File: src/rtl/io_responder.sv
`default_nettype none
// ============================================================================
// Module   : io_responder
// Brief    : Peripheral-side responder for the CPU memory-mapped IO bus.
//            Owns the LED register, a debounced 16-bit switch input and a
//            sticky "confirm" button flag; returns 16-bit read data.
//            Optional macro IO_LED_READBACK_EN enables LED register readback.
// Revision : 1.0 - initial release
// ============================================================================
module io_responder #(
   parameter int DEBOUNCE_CYCLES = 200000   // stable cycles to accept an input, >= 2
) (
   input  logic        clk,
   input  logic        rst,
   input  logic        LEDCtrl,
   input  logic        SwitchCtrl,
   input  logic [31:0] addr_in,
   input  logic [31:0] w_data,
   output logic [15:0] bdata,
   input  logic [15:0] sw_in,
   input  logic        btn_in,
   output logic [15:0] led_out
);

   localparam int                c_cnt_w    = $clog2(DEBOUNCE_CYCLES);
   localparam logic [c_cnt_w-1:0] c_cnt_max  = c_cnt_w'(DEBOUNCE_CYCLES - 1);
   localparam logic [c_cnt_w-1:0] c_cnt_one  = c_cnt_w'(1);
   localparam logic [31:0]       c_addr_led = 32'hFFFF_FC60;
   localparam logic [31:0]       c_addr_sw  = 32'hFFFF_FC70;
   localparam logic [31:0]       c_addr_btn = 32'hFFFF_FC74;

   logic [15:0]         r_led;

   logic [15:0]         r_sw_meta;
   logic [15:0]         r_sw_sync;
   logic [15:0]         r_sw_stable;
   logic [c_cnt_w-1:0]  r_sw_cnt;

   logic                r_btn_meta;
   logic                r_btn_sync;
   logic                r_btn_stable;
   logic [c_cnt_w-1:0]  r_btn_cnt;
   logic                r_btn_prev;
   logic                r_btn_flag;

   logic                w_wr_led;
   logic                w_rd_btn;
   logic                w_btn_rise;
   logic                w_unused;

   // Decode is a full 32-bit compare so no address aliases onto a register.
   assign w_wr_led   = LEDCtrl && (addr_in == c_addr_led);
   assign w_rd_btn   = SwitchCtrl && (addr_in == c_addr_btn);
   assign w_btn_rise = r_btn_stable & ~r_btn_prev;
   assign led_out    = r_led;

   // Upper half of the CPU write data has no destination here.
   assign w_unused   = &{1'b0, w_data[31:16]};

   // LED register: loaded by a write to the LED address; reset wins over a write.
   always_ff @(posedge clk) begin
      if (rst) begin
         r_led <= 16'h0000;
      end else if (w_wr_led) begin
         r_led <= w_data[15:0];
      end
   end

   // Switch path: 2-FF synchronizer then a counter that must see the new value
   // for DEBOUNCE_CYCLES consecutive cycles; any return to the stable value
   // restarts the count, so short glitches never propagate.
   always_ff @(posedge clk) begin
      if (rst) begin
         r_sw_meta   <= 16'h0000;
         r_sw_sync   <= 16'h0000;
         r_sw_stable <= 16'h0000;
         r_sw_cnt    <= '0;
      end else begin
         r_sw_meta <= sw_in;
         r_sw_sync <= r_sw_meta;
         if (r_sw_sync == r_sw_stable) begin
            r_sw_cnt <= '0;
         end else if (r_sw_cnt == c_cnt_max) begin
            r_sw_stable <= r_sw_sync;
            r_sw_cnt    <= '0;
         end else begin
            r_sw_cnt <= r_sw_cnt + c_cnt_one;
         end
      end
   end

   // Button path: same synchronize-and-debounce structure with its own counter,
   // plus a one-cycle delayed copy for rising-edge detection.
   always_ff @(posedge clk) begin
      if (rst) begin
         r_btn_meta   <= 1'b0;
         r_btn_sync   <= 1'b0;
         r_btn_stable <= 1'b0;
         r_btn_cnt    <= '0;
         r_btn_prev   <= 1'b0;
      end else begin
         r_btn_meta <= btn_in;
         r_btn_sync <= r_btn_meta;
         r_btn_prev <= r_btn_stable;
         if (r_btn_sync == r_btn_stable) begin
            r_btn_cnt <= '0;
         end else if (r_btn_cnt == c_cnt_max) begin
            r_btn_stable <= r_btn_sync;
            r_btn_cnt    <= '0;
         end else begin
            r_btn_cnt <= r_btn_cnt + c_cnt_one;
         end
      end
   end

   // Sticky confirm flag: set by a debounced press, cleared by reading it.
   // A press coinciding with the clearing read keeps the flag set so the
   // press is never lost.
   always_ff @(posedge clk) begin
      if (rst) begin
         r_btn_flag <= 1'b0;
      end else if (w_btn_rise) begin
         r_btn_flag <= 1'b1;
      end else if (w_rd_btn) begin
         r_btn_flag <= 1'b0;
      end
   end

   // Read mux: zero unless the read select is high and the address matches.
   always_comb begin
      bdata = 16'h0000;
      if (SwitchCtrl) begin
         case (addr_in)
`ifdef IO_LED_READBACK_EN
            c_addr_led: bdata = r_led;
`endif
            c_addr_sw:  bdata = r_sw_stable;
            c_addr_btn: bdata = {15'b0, r_btn_flag};
            default:    bdata = 16'h0000;
         endcase
      end
   end

endmodule
`default_nettype wire
File: config.mk
export PLATFORM = sky130hd
export DESIGN_NAME = io_responder
export DESIGN_NICKNAME = d
export VERILOG_FILES = /design/src/rtl/io_responder.sv
export SDC_FILE = /design/constraint.sdc
export NUM_CORES = 1
export LEC_CHECK = 0
export BUFFER_PORTS_ARGS = -buffer_cell sky130_fd_sc_hd__buf_4
export CELL_PAD_IN_SITES_DETAIL_PLACEMENT = 0
export CELL_PAD_IN_SITES_GLOBAL_PLACEMENT = 1
export CORE_MARGIN = 5
export CORE_UTILIZATION = 30
export CTS_BUF_LIST = sky130_fd_sc_hd__clkbuf_16
export CTS_CLUSTER_DIAMETER = 60
export DETAILED_ROUTE_END_ITERATION = 12
export PLACE_DENSITY = 0.73
export SLEW_MARGIN = 20
export SYNTH_ARGS = -nofsm -noshare
export SYNTH_HDL_FRONTEND = slang
export SYNTH_SLANG_ARGS = --single-unit
File: constraint.sdc
create_clock -name clk -period 2.9 [get_ports clk]
set_clock_uncertainty 0.2 [all_clocks]
set_input_delay 0.58 -clock clk [delete_from_list [all_inputs] [get_ports clk]]
set_output_delay 0.58 -clock clk [all_outputs]
set_load 0.01 [all_outputs]
==> impl_metrics.toml <==
[final_layout]
drive_gt1_share_pct = 24.72
n_antenna_cell = 0
syn2layout_area_growth_pct = 30.14
seq_area_um2 = 2102
multiInputGateArea_um2 = 2072
nNetsFinal = 624
num-fill-cells = 1340
final_cells = 722

[grt]
antenna_found_initial = 0
grt_pass1_wl_um = 14280
grt_pass1_vias = 3186
grt_usage_pct = 10.42
grt_remaining_overflow = 0
grt_max_degree = 56

[synth]
ys.flop_type = "dfxtp_1"
yosysUniqueCellTypes = 31
synth.most_common_cell = "dfxtp_1"
netlist_area_um2 = 4272
netlist.area_leader.share_pct = 49.21
ys_top_cells_by_count = "dfxtp_1, nor2_1, nor2b_1"
syn_inst = 435
synthesis.nets = 522
synthTopCellsByArea = "dfxtp_1, mux2i_1, nor2_1, nor2b_1, xor2_1"
synth_top_cell_by_area = "dfxtp_1"
ys_warn_count = 0
synth-edff-count = 0
ys_seq_area_share_pct = 49.21
avgSynthCellArea_um2 = 9.820
ys_seq_elements = 105
async_flop_share_pct = 0

[route]
wl_per_cell_um = 11.83
drt_pass1_iterations = 4
viasPerCell = 4.438
drcViolationCount = 0
vias = 3204
detail-route-antenna-nets = 0
drt_iter0_drc = 118
totalWireLength_um = 8542

[clocking]
root_buffer = "clkbuf_16"
insertion_delay_ns = 0.33
ctsHoldBuffers = 0
clkSinkCount = 105
htree_num_levels = 3
path_clk_slew_ns = 0.06
cts_tree = "done"
cts_buffers = 9
clk_path_buf_depth = 2

[setup_path]
max_stage_delay_ns = 0.54
cp.required_ns = 2.12
end_kind = "primary output"
cp_num_buf_inv = 3
r2r_cells = 4
worst_path_max_delay_cell = "or4b_4"
rr_endpoint = "r_sw_cnt[9]"
cp-start-kind = "primary input"
crit_family = "simple AND/OR/NAND/NOR gates"
rrSetupSlack_ns = 0.65
critPathMaxFanout = 15
r2r-start = "r_sw_cnt[6]"
arrival_ns = 2.14
crit_chain = "buf_6 > or4b_4 > nor4_4 > nand4_2 > nor2_4 > buf_12 > and2_1 > buf_4"
critPathKind = "primary input to primary output"

[timing]
tightest_slew_ns = 0.6143
setup-tns-final_ns = -0.2185
maxSlewViolCount = 0
hold_viol = 0
rsz0062_at_grt = "yes"
fmax_mhz = 342.5
hold_slack_ns = 0.2099
fin_crit_sh_pct = 100.7
setup_ws_ns = -0.02000
finalCriticalPeriod_ns = 2.920
finalSetupViolations = 15
slew_headroom_pct = 58.67

[die]
ios = 117
core_area_um2 = 13930
die_x_um = 129.3
die-area_um2 = 16730
die_h_um = 129.3
floorplan.rows = 43
initial_core_util_pct = 30.65

[worst_hold_path]
whs_path_depth = 1
hold_end = "r_btn_flag"
hold_start = "r_btn_prev"
hp-class = "register to register"

[power_and_ir_drop]
max-vdd-ir-drop_mv = 0.3312
p_leak_nw = 2.305
power_frac_seq_pct = 53.2
intPower_w = 0.002222
finalPower_w = 0.002786
switching_share_pct = 20.22
p_clk_share_pct = 41.4
combPwrFrac_pct = 5.4
power.density_nw_per_um2 = 501.1
p_sw_w = 0.0005633

[status]
violations = "negative setup slack"
status = "finished with violations"

[placed_design]
place_inst = 704
io_buffers = 100
gp_congestion = 0.7624
hpwl_um = 6466

[flow_run]
drv_cap = 0
-- metrics by stage --
stage / setup slack (ns) / util [%] / cell area (um2)
floorplan: 0.01342 / - / 4272
global route: -0.1284 / 39.89 / 5559
finish: -0.02000 / 39.89 / 5559
global placement: -0.1759 / 37.52 / 5229
detailed placement: -0.2004 / 37.52 / 5229
CTS: -0.08210 / 39.68 / 5529
-- how the worst max path moves through the flow --
stage               slack, ns  depth (start not counted)       start   endpoint
floorplan                0.01                          6  addr_in[0]  bdata[10]
global placement        -0.18                          8  addr_in[0]   bdata[8]
detailed placement      -0.20                          8  addr_in[0]   bdata[6]
CTS                     -0.08                          8  addr_in[0]   bdata[6]
global route            -0.13                          8  addr_in[0]  bdata[12]
finish                  -0.02                          8  addr_in[0]   bdata[6]
-- metal layers --
metal	track usage, %	wire length, um	vias to the layer above
met2	17.84	4265	58
met3	2.885	372	12
met5	0	0	-
met1	12.70	3783	1491
met4	3.335	121	0
li1	-	-	1643
-- layout by cell type, fill, tap and decap left out, types with 2 or more instances in the layout --
master and n:
mux2i_1 34, nor4_4 2, clkbuf_16 9, nand2_1 7, nand4_1 17, dfxtp_1 105
nand2b_1 34, nand4b_1 2, clkinv_2 2, nor2_1 60, nor2b_1 35, inv_1 6
nand3_1 21, buf_4 105, and4_1 3, and2_4 3, nor4_1 5, xor2_1 25
and3_1 8, clkinvlp_4 2, ha_1 2, xnor2_1 24, buf_6 4, and2_1 13
o21ai_1 2
-- final cells by class --
type                    count  area share [%]
clock inverters             7           1.125
flip-flops and latches    105           37.81
repair buffers            110           15.35
well taps                 180           4.051
inverters                   5          0.3376
clock buffers               9           4.051
multi-input cells         306           37.27
-- what timing repair did --
action                     in CTS  in global routing
setup endpoints to repair      16                 16
pin swaps                       3                  0
setup buffers                   1                  1
gates resized for setup         1                  7
-- flip-flops by register name, summed over array words and instances (netlist names) --
| name | cells |
|---|---|
| led_out | 16 |
| r_btn_cnt | 18 |
| r_btn_flag | 1 |
| r_btn_meta | 1 |
| r_btn_prev | 1 |
| r_btn_stable | 1 |
| r_btn_sync | 1 |
| r_sw_cnt | 18 |
| r_sw_meta | 16 |
| r_sw_stable | 16 |
| r_sw_sync | 16 |
-- power groups by stage --
stage	Clock, W	Combinational [W]	Sequential, W
3_3_place_gp	0	0.000149	0.00152
5_1_grt	0.00126	0.000167	0.00149
6_report	0.00115	0.000150	0.00148
3_5_place_dp	0	0.000152	0.00152
2_1_floorplan	0	0.0000697	0.00151
4_1_cts	0.00120	0.000153	0.00148
-- cell families (layout without fill, tap and decap cells) --
group	after synthesis	in the layout	synth area share [%]
buffers and inverters	24	131	2.636
AND/OR/NAND/NOR	219	219	29.32
AO/OA/AOI/OAI	2	2	0.2343
flip-flops	105	105	49.21
adder cells (fa/ha/maj)	2	2	0.5857
multiplexers	34	34	7.967
XOR/XNOR	49	49	10.05
(Power assumes the default switching activity.)
